==> src/rtl/em_step_sequencer.sv <==
// One-hot T-state sequencer with run/pause/halt control for the 8-bit CPU.
// Optional instruction counter enabled by defining SEQ_ICOUNT_EN.
module em_step_sequencer #(
   parameter int NSTEPS = 6
) (
   input  logic        clk,
   input  logic        nclr,
   input  logic        start,
   input  logic        single,
   input  logic        step_btn,
   input  logic        step_end,
   input  logic        halt_req,
   output logic [3:0]  step,
   output logic [15:0] step_oh,
   output logic        ctl_en,
   output logic        instr_done,
   output logic        halted,
   output logic [15:0] icount
);

   typedef enum logic [1:0] {
      IDLE  = 2'd0,
      RUN   = 2'd1,
      PAUSE = 2'd2,
      HALT  = 2'd3
   } state_t;

   localparam logic [3:0] LAST = 4'(NSTEPS - 1);

   state_t state;
   logic   btn_q;
   logic   btn_edge;
   logic   last_step;

   assign btn_edge  = step_btn & ~btn_q;
   assign last_step = step_end | (step == LAST);

   // In PAUSE a press only counts while still in single-step mode
   assign ctl_en = (state == RUN) |
                   ((state == PAUSE) & single & btn_edge);

   assign instr_done = ctl_en & last_step & ~halt_req;
   assign halted     = (state == HALT);

   always_comb begin
      step_oh = 16'd0;
      if (state == RUN || state == PAUSE)
         step_oh = 16'd1 << step;
   end

   always_ff @(posedge clk or negedge nclr) begin
      if (!nclr) begin
         state <= IDLE;
         step  <= 4'd0;
         btn_q <= 1'b0;
      end else begin
         btn_q <= step_btn;
         unique case (state)
            IDLE, HALT: begin
               if (start) begin
                  state <= single ? PAUSE : RUN;
                  step  <= 4'd0;
               end
            end
            RUN, PAUSE: begin
               if (ctl_en) begin
                  if (halt_req) begin
                     state <= HALT;
                     step  <= 4'd0;
                  end else begin
                     step  <= last_step ? 4'd0 : step + 4'd1;
                     state <= single ? PAUSE : RUN;
                  end
               end else if (state == PAUSE && !single) begin
                  state <= RUN;
               end
            end
            default: state <= IDLE;
         endcase
      end
   end

`ifdef SEQ_ICOUNT_EN
   logic [15:0] icount_q;

   always_ff @(posedge clk or negedge nclr) begin
      if (!nclr)
         icount_q <= 16'd0;
      else if (instr_done)
         icount_q <= icount_q + 16'd1;
   end

   assign icount = icount_q;
`else
   assign icount = 16'd0;
`endif

endmodule

==> config.mk <==
export PLATFORM = sky130hd
export DESIGN_NAME = em_step_sequencer
export DESIGN_NICKNAME = d
export VERILOG_FILES = /design/src/rtl/em_step_sequencer.sv
export SDC_FILE = /design/constraint.sdc
export NUM_CORES = 1
export LEC_CHECK = 0
export CAP_MARGIN = 20
export CORE_MARGIN = 8
export CORE_UTILIZATION = 37
export DETAILED_ROUTE_END_ITERATION = 12
export GPL_TIMING_DRIVEN = 0
export PLACE_DENSITY = 0.78
export SYNTH_ARGS = -nofsm -noshare
export SYNTH_HDL_FRONTEND = slang
export SYNTH_SLANG_ARGS = --single-unit
export TNS_END_PERCENT = 10
==> constraint.sdc <==
create_clock -name clk -period 2.75 [get_ports clk]
set_clock_uncertainty 0.2 [all_clocks]
set_input_delay 0.55 -clock clk [delete_from_list [all_inputs] [get_ports clk]]
set_output_delay 0.55 -clock clk [all_outputs]
set_load 0.05 [all_outputs]
### Word level (Yosys, flattened, before mapping)

Cells that the tools add are included.

| storage, ports and cells | value |
|---|---|
| register bits after elaboration | 7 |
| bits of input ports | 7 |
| output and inout port bits | 39 |
| logic and storage cells | 41 |

| cells by class | value |
|---|---|
| add/subtract/negate cells | 1 |
| equality and inequality tests | 7 |
| shifts and indexed selects | 1 |
| multiplexer cells | 12 |
| bitwise operators | 9 |
| reduce and logical (&&, ||, !) cells | 8 |

Operators by type and width:

| cell | count |
|---|---|
| 16-bit 2-to-1 mux | 1 |
| 4-bit 2-to-1 mux | 4 |
| 1-bit by 4-bit left shift with 16-bit output, first input constant | 1 |
| 2-bit 2-to-1 mux | 5 |
| 4-bit case mux with 2 select lines | 1 |
| 1-bit AND | 5 |
| 4-bit by 1-bit adder with 4-bit output, second input constant | 1 |
| 2-bit == test, second input constant | 2 |
| 4-bit by 3-bit == test with 1-bit output, second input constant | 1 |
| 2-bit != test, second input constant | 2 |
| 2-bit case mux with 2 select lines | 1 |
| 2-bit AND reduction | 2 |
| 2-bit OR reduction | 2 |
| 3-bit != test, second input constant | 1 |
| 2-bit by 1-bit == test with 1-bit output, second input constant | 1 |
| 2-bit zero test | 1 |
| 1-bit inverter | 2 |
| 1-bit bitwise OR | 2 |
| 1-bit logical AND | 1 |
| 1-bit zero test | 1 |
| 1-bit logical OR | 1 |

### Logic depth before layout (Yosys ltp)

Gate-level depths: netlist of run 1.

| depth | value |
|---|---|
| word-level depth | 6 |
| mapped depth | 7 |
| mapped depth without buffers | 6 |

### Worst setup path after synthesis of run 1

No wires, ideal clock.

| path | value |
|---|---|
| kind | reg2out |
| from | register state[0] |
| to | output port step_oh[3] |
| data arrival time | 2.266 ns |
| required time | 2.000 ns |
| setup slack | -0.266 ns |
| cell stages (with the launch flop) | 6 |
| buffers on the path | 2 |
| path through | dfrtp_1 > inv_1 > ha_1 > clkbuf_1 > clkbuf_1 > nor3b_1 |

| on the way | value |
|---|---|
| longest elaborated chain between the ends | 3 |
| elaborated cells between the ends (all ways) | 4 |
| classes of those cells | 2 x eq/ne; 1 x mux; 1 x reduce/logical |

Ends and longest elaborated chain:

| element | line | RTL |
|---|---|---|
| start, declared | 30 | `state_t state;` |
| start signal, assigned | 61 | `state <= single ? PAUSE : RUN;` |
| start signal, assigned | 72 | `state <= single ? PAUSE : RUN;` |
| 2-bit by 1-bit == test with 1-bit output or 2-bit == test (tied branches) | 47 | `if (state == RUN \|\| state == PAUSE)` |
| 1-bit logical OR (*) | 47 |  |
| 16-bit 2-to-1 mux (*) | 47 |  |
| end, declared | 14 | `output logic [15:0] step_oh,` |

Mark *: on every way between the ends. The rest lies on a longest branch, timed or not.

### Worst setup path after layout of run 1

| path | value |
|---|---|
| from | input port single |
| to | output port ctl_en |

| on the way | value |
|---|---|
| longest elaborated chain between the ends | 3 |

Ends and longest elaborated chain:

| element | line | RTL |
|---|---|---|
| start, declared | 9 | `input logic single,` |
| 1-bit AND (2 in a row) | 40 | `((state == PAUSE) & single & btn_edge);` |
| 1-bit bitwise OR | 39 | `assign ctl_en = (state == RUN) \|` |
| end, declared | 15 | `output logic ctl_en,` |

No other way between the ends.

==> results of run 1 <==
-- layout make-up --
class	count	area, µm²	area share, %
Sequential cell	7	175.2	15.28
Tap cell	27	33.78	2.948
Multi-Input combinational cell	74	500.5	43.67
Inverter	7	26.28	2.293
Timing Repair Buffer	29	255.2	22.27
Buffer	18	128.9	11.24
Clock buffer	4	26.28	2.293
-- report_power, final --
part / internal, mW / leakage (nW) / switching (mW) / total [mW]
clock network: 0.0554 / 0.0150 / 0.0378 / 0.0932
registers: 0.126 / 0.0884 / 0.0259 / 0.152
logic: 0.240 / 0.519 / 0.460 / 0.701
total: 0.421 / 0.622 / 0.524 / 0.945
-- per-stage QoR --
| step | util (%) | power, mW | hold WS (ps) |
|---|---|---|---|
| after floorplan | - | 0.6877 | 54.41 |
| after global placement | 58.74 | 0.8387 | 364.8 |
| after detailed placement | 58.74 | 0.8557 | 373.6 |
| after CTS | 58.04 | 0.9455 | 363.5 |
| after global routing | 58.42 | 1.015 | 377.8 |
| final | 58.42 | 0.9454 | 357.0 |
-- worst paths after layout --
| path | depth (start not counted) | end |
|---|---|---|
| max | 4 | ctl_en |
| min | 1 | state[0] |
| max reg2reg | 6 | step[3] |
| min reg2reg | 2 | step[1] |
| max in group asynchronous | 1 | step[1] |
| min in group clk | 2 | step[1] |
-- flip-flops by register name, indices dropped and copies added (netlist names) --
name and flops:
step 4, state 2, btn_q 1
-- metal layers --
metal	vias to the layer above	global-route usage (%)	wire, µm
li1	377	-	-
met1	321	11.51	788
met2	26	17.87	981
met3	4	2.505	225
met4	0	4.870	21
met5	-	0	0
-- layout by cell type (no fill, tap or decap), types with 2 or more instances in the layout --
cell type        instances
o31ai_1                  3
buf_2                    4
nor3b_1                  2
nor3_1                   6
clkbuf_2                 2
dfrtp_1                  7
clkdlybuf4s50_1         11
conb_1                  16
mux2i_1                  2
clkdlybuf4s15_2          5
and3_1                   6
a22oi_1                  2
nand2b_1                 5
inv_1                    7
nor2_1                   6
buf_4                   16
and3b_1                  3
a21o_1                   2
nand2_1                  3
clkbuf_1                 2
clkbuf_4                 9
ha_1                     8
-- timing repair --
action,4_1_cts,5_1_grt
resized for setup,68,16
setup endpoints to repair,18,17
pin swaps,0,0
setup buffers,0,0
-- kinds of logic (layout without fill, tap and decap cells) --
family                   count (synthesis)  count (layout)  share of synthesized area [%]
other                                    1              16                         0.4858
AND/OR/NAND/NOR                         36              36                          28.53
adder cells (fa/ha/maj)                  9               9                          14.59
multiplexers                             2               2                          2.593
AO/OA/AOI/OAI                           11              11                          10.69
buffers and inverters                   26              58                          20.42
flip-flops                               7               7                          22.69
==> impl_metrics.ini, run 1 <==
[synth]
synth.top_cells.by_area = dfrtp_1 23%, buf_4 16%, ha_1 15%
syn_area_um2 = 772.0
synth_commonest_cells = 16 x buf_4, 9 x ha_1, 7 x dfrtp_1, 7 x inv_1, 7 x nor2_1
synth_cell_types = 25
async_reset_ff_share_pct = 100.0
ys_seq_area_share_pct = 22.69
synth_edf_count = 0
syn_inst = 92
synth_warnings = 0
ys.flop_type = dfrtp_1
synth-seq-cells = 7
synth_area_leader_cell = dfrtp_1
yosysMostFrequentCell = buf_4
synth_top_area_share_pct = 22.69
avgSynthCellArea_um2 = 8.391

[place]
port_buffers = 29
post-dp-hpwl_um = 1705
dp_cells = 163
finalWeightedCongestion = 0.7330
dp_worst_setup_slack_ps = -446.6
placed_area_um2 = 1152

[drt]
drc_errors = 0
wire_per_inst_um = 12.15
detail-route-antenna-nets = 0
viasPerCell = 4.386
dr_total_vias = 728
drt-pass1-iter-count = 4
dr.first_iter.drc_count = 10
routed_wl_um = 2017

[timing]
worst_slew_pin_slew_ps = 649.4
period_minus_slack_ps = 2750
fin_crit_sh_pct = 100.0
final-hold-violation-count = 0
finalMaxSlewViolations = 0
setup_violations = 1
max_slew_margin_pct = 56.45
setup_ws_ps = -0.1932
fmax_ghz = 0.3636
final.setup.tns_ps = -0.1932
rsz0062_at_grt = true

[layout]
final_cells = 166
nets = 156
drive_above_1_share_pct = 30.22
design_area_um2 = 1146
fillCellCount = 210
areaGrowthSynthToFinish_pct = 48.46
num_antenna_cells = 0

[critical_path]
r2r-start = state[0]
cpPeakStageDelay_ps = 520
critPathKind = in2out
crit_chain = clkdlybuf4s50_1 > and4b_1 > or2_2 > dlygate4sd2_1
worstPathRequired_ps = 2000
cp_data_arrival_time_ps = 2000
cp_max_fo = 3
r2r_slack_ps = 710
startpoint_type = input pin
cp_slowest_cell = dlygate4sd2_1
cp.buffers_inverters = 2
crit_path_start = single
endpoint_kind = primary output
path_delay_family = buffers and inverters

[floorplanning]
fp.dieH_um = 61.68
floorplan.initialDensity_pct = 39.35
fp.dieArea_um2 = 3804
core_um2 = 1962
rows = 16
ios = 46
die_w_um = 61.68

[global_route]
grt_max_degree = 11
grt_pass1_vias = 652
grt_overflow_total = 0
track_usage_pct = 10.33
grt_antenna_before_repair = 0
grt_pass1_wl_um = 3029

[cts]
clk-insertion-delay-late_ps = 250
cts_buffers = 3
clock_path_buffers = 2
clock-sinks = 7
cts_tree = yes
root_buffer = clkbuf_4
hold_buffers = 0
htreeDepth = 1
clk_pin_slew_worst_paths_ps = 50

[min_path]
hp-class = in2async

[power]
power.leakage_nw = 0.6222
irDropWorstVdd_mv = 0.5229
pwr_density_cell_nw_per_um2 = 824.9

[run_status]
failed_checks = setup timing
status = complete, but fails checks

[run]
drv_cap = 0
(Power assumes the default switching activity.)
==> run 2, diff against run 1 <==
Settings changed: GPL_TIMING_DRIVEN 0 to default, HOLD_SLACK_MARGIN from default to 0.08.
==> run 2 against run 1 <==
Worst setup slack better by 86 ps. Cell count is 10% lower. Largest cell class unchanged. The flow now finishes without violations. Sequential power hardly changed.
==> impl_metrics.ini, run 2 (synthesis gave the netlist of run 1 again) <==
[place]
finalWeightedCongestion = 0.7614
dp_cells = 145
port_buffers = 29
post-dp-hpwl_um = 1806

[layout]
seq_area_um2 = 175.2
largest_register = step
largest_register_ff_count = 4
final_cells = 149
final_cell_mix = 18 x buf_12, 16 x conb_1, 11 x clkdlybuf4s50_1
final_common_cell = buf_12
nets = 139
reg_top3 = step (4), state (2), btn_q (1)
areaGrowthSynthToFinish_pct = 60.45
multi_input_area_um2 = 498.0
num_antenna_cells = 0
drive_above_1_share_pct = 22.95
fillCellCount = 173

[floorplanning]
floorplan.initialDensity_pct = 39.35
die_w_um = 61.68
fp.dieArea_um2 = 3804
core_um2 = 1962
rows = 16
ios = 46
fp.dieH_um = 61.68

[critical_path]
cp_max_fo = 3
endpoint_kind = primary output
critPathKind = in2out
worstPathRequired_ps = 2000
cp_data_arrival_time_ps = 1910
reg2reg_depth = 5
startpoint_type = input pin

[global_route]
grt_max_degree = 18
track_usage_pct = 11.51
grt_pass1_wl_um = 3187
grt_overflow_total = 0
grt_antenna_before_repair = 0
grt_pass1_vias = 652

[timing]
worst_slew_pin_slew_ps = 524.0
final.setup.tns_ps = 0
setup_violations = 0
fmax_ghz = 0.3753
finalMaxSlewViolations = 0
final-hold-violation-count = 0
rsz0062_at_grt = false
fin_crit_sh_pct = 96.88
max_slew_margin_pct = 64.96
period_minus_slack_ps = 2664

[cts]
clock_path_buffers = 2
cts_tree = yes
clock-sinks = 7
cts_resized = 0
clk-insertion-delay-late_ps = 270
hold_buffers = 0
htreeDepth = 1
clk_pin_slew_worst_paths_ps = 60
cts_buffers = 3
post_cts.repair.setup_buffers = 0
root_buffer = clkbuf_4

[drt]
drc_errors = 0
dr.first_iter.drc_count = 18
detail-route-antenna-nets = 0
viasPerCell = 4.785
routed_wl_um = 2124
drt-pass1-iter-count = 4
dr_total_vias = 713
wire_per_inst_um = 14.26

[run]
drv_cap = 0

[power]
pwr_density_cell_nw_per_um2 = 848.1
irDropWorstVdd_mv = 0.7425
power.leakage_nw = 0.5997

[run_status]
status = complete, no violations

[min_path]
hp-class = in2async
[run 2: changes by cell type in the layout (fill, tap and decap cells not counted), sizes merged]
cell / change
dlygate4sd2: -1
clkinv: +1
buf: -1
clkbuf: -10
clkdlybuf4s15: -6
[run 2: final cells by class]
class | instances | area share, %
multi-input combinational | 74 | 40.20
tap | 27 | 2.727
timing repair buffer | 30 | 38.59
clock inverter | 1 | 0.4040
sequential | 7 | 14.14
clock buffer | 3 | 1.818
inverter | 7 | 2.121
[run 2: critical path, stage by stage]
cell and delay (ps):
clkdlybuf4s50_1 510, and4b_1 260, or2_2 160, o21ai_0 90
nor2_1 180, buf_12 160
[run 2: path summary, 6_finish.rpt]
kind | to | slack (ps) | startpoint
min | btn_q | 340 | nclr
max in group asynchronous | step[2] | 1770 | nclr
max | instr_done | 90 | single
min in group clk | step[1] | 400 | step[1]
min reg2reg | step[1] | 400 | step[1]
max reg2reg | step[3] | 640 | state[0]
[run 2: per-stage QoR]
| stage | setup WS, ps | hold WS [ps] | instance area (µm²) | util [%] | total power [mW] |
|---|---|---|---|---|---|
| 3_3_place_gp | 132.2 | 358.4 | 1209 | 61.61 | 0.9089 |
| 6_report | 85.80 | 336.1 | 1239 | 63.14 | 1.050 |
| 2_1_floorplan | -265.6 | 54.41 | 828.3 | - | 0.6877 |
| 5_1_grt | 54.38 | 346.8 | 1239 | 63.14 | 1.117 |
| 3_5_place_dp | 83.15 | 395.1 | 1209 | 61.61 | 0.9438 |
| 4_1_cts | 74.54 | 341.6 | 1236 | 63.01 | 1.048 |
[run 2: per-layer routing]
metal | track usage (%) | wire length (µm)
met5 | 0 | 0
met3 | 6.263 | 241
met1 | 11.02 | 783
met4 | 6.169 | 62
met2 | 19.35 | 1036
[run 2: report_power, final]
group / internal [mW] / switching [mW] / total, mW
sequential: 0.126 / 0.0260 / 0.152
clock: 0.0536 / 0.0469 / 0.100
combinational: 0.307 / 0.491 / 0.798
total: 0.487 / 0.564 / 1.05
==> run 3, diff against run 2 <==
==> constraint.sdc (replaced) <==
create_clock -name clk -period 2.75 [get_ports clk]
set_clock_uncertainty 0.2 [all_clocks]
set_input_delay 0.4125 -clock clk [delete_from_list [all_inputs] [get_ports clk]]
set_output_delay 0.4125 -clock clk [all_outputs]
set_load 0.05 [all_outputs]
==> run 3 against run 2 <==
Sequential power barely moved. Cell count fell by 0.67%. Sequential share of layout area rose by 0.90 points. Via count fell by 3.2%. Clock power fell by 9.8%. Cell area fell by 6.0%. Wire length fell by 3.8%. Non-clock buffer count fell by 1.
==> impl_metrics.ini, run 3 (synthesis gave the netlist of run 1 again) <==
[drt]
drt-pass1-iter-count = 4
detail-route-antenna-nets = 0
dr.first_iter.drc_count = 11
drc_errors = 0
wire_per_inst_um = 13.80
viasPerCell = 4.662
routed_wl_um = 2043
dr_total_vias = 690

[cts]
clock-sinks = 7
cts_tree = yes
htreeDepth = 1
root_buffer = clkbuf_4
cts_buffers = 3
clk-insertion-delay-late_ps = 250
clock_path_buffers = 2
post_cts.repair.setup_buffers = 0
cts_resized = 0
hold_buffers = 0
clk_pin_slew_worst_paths_ps = 50

[critical_path]
startpoint_type = flip-flop
reg2reg_depth = 5
worst_r2r_endpoint = step[0]
cp_max_fo = 17
cp_data_arrival_time_ps = 1930
r2r-start = state[0]
r2r_slack_ps = 480
endpoint_kind = primary output
critPathKind = reg2out
worstPathRequired_ps = 2140

[power]
power.share.clock_pct = 9.6
p_switching_mw = 0.5274
seqPwrFrac_pct = 16.0
irDropWorstVdd_mv = 0.7020
power.leakage_nw = 0.5787
pwr-share-comb_pct = 74.4
switching_share_pct = 55.86
pwr_density_cell_nw_per_um2 = 810.5
intPower_mw = 0.4167

[floorplanning]
floorplan.initialDensity_pct = 39.35
rows = 16
core_um2 = 1962
die_w_um = 61.68
fp.dieArea_um2 = 3804
fp.dieH_um = 61.68
ios = 46

[global_route]
grt_antenna_before_repair = 0
grt_pass1_vias = 685
grt_max_degree = 18
grt_pass1_wl_um = 3208
grt_overflow_total = 0
track_usage_pct = 11.25

[place]
finalWeightedCongestion = 0.7677
post-dp-hpwl_um = 1712
placed_area_um2 = 1139
dp_cells = 144
port_buffers = 29

[layout]
seq_area_um2 = 175.2
design_area_um2 = 1165
largest_register_ff_count = 4
reg_top3 = step (4), state (2), btn_q (1)
num_antenna_cells = 0
nets = 138
multi_input_area_um2 = 495.5
final_util_pct = 59.38
fillCellCount = 187
final_cells = 148
areaGrowthSynthToFinish_pct = 50.89
largest_register = step
drive_above_1_share_pct = 20.66
final_common_cell = conb_1
final_cell_mix = 16 x conb_1, 13 x buf_12, 11 x clkdlybuf4s50_1

[timing]
holdWs_ps = 223.4
period_minus_slack_ps = 2541
finalMaxSlewViolations = 0
final-hold-violation-count = 0
max_slew_margin_pct = 56.50
rsz0062_at_grt = false
worst_slew_pin_slew_ps = 648.6
setup_violations = 0
fmax_ghz = 0.3935
fin_crit_sh_pct = 92.41

[min_path]
hp-class = in2async

[run]
drv_cap = 0

[run_status]
status = complete, no violations
## run 3: cell count changes in the layout (fill, tap and decap cells not counted), sizes merged
cell / delta
buf: -1
clkinv: -1
clkbuf: +1
## run 3: worst max path at each step
stage,endpoint,startpoint
after floorplan,step_oh[3],state[0]
after global placement,instr_done,single
after detailed placement,instr_done,single
after CTS,step_oh[6],state[0]
after global routing,step_oh[6],state[0]
final,step_oh[6],state[0]
## run 3: final cells by class
class / instances / area share, %
multi-input combinational: 74 / 42.53
timing repair buffer: 29 / 35.02
sequential: 7 / 15.04
tap: 27 / 2.900
clock buffer: 4 / 2.256
inverter: 7 / 2.256
## run 3: routing by layer
metal / wire, µm / global-route usage, %
met1: 755 / 11.24
met2: 1059 / 20.09
met3: 202 / 5.219
met4: 26 / 3.571
met5: 0 / 0
## run 3: power groups by stage
stage / clock (mW) / combinational (mW) / sequential [mW]
6_report: 0.0902 / 0.702 / 0.152
5_1_grt: 0.100 / 0.765 / 0.155
4_1_cts: 0.0967 / 0.707 / 0.152
3_5_place_dp: 0 / 0.699 / 0.153
3_3_place_gp: 0 / 0.682 / 0.151
2_1_floorplan: 0 / 0.516 / 0.172
## run 3: worst max-delay path, stage by stage, from the launching register on
cell and delay, ps:
dfrtp_1 400, inv_1 90, ha_1 510, nand2b_1 270, nor2_1 230, buf_12 170
## run 3: through the flow
step           setup TNS, ps  total power [mW]  setup WS [ps]
5_1_grt                    0             1.020          66.72
6_report                   0            0.9441          208.7
3_5_place_dp               0            0.8523          368.9
3_3_place_gp               0            0.8330          410.0
4_1_cts                    0            0.9552          175.8
2_1_floorplan         -400.6            0.6877         -128.1
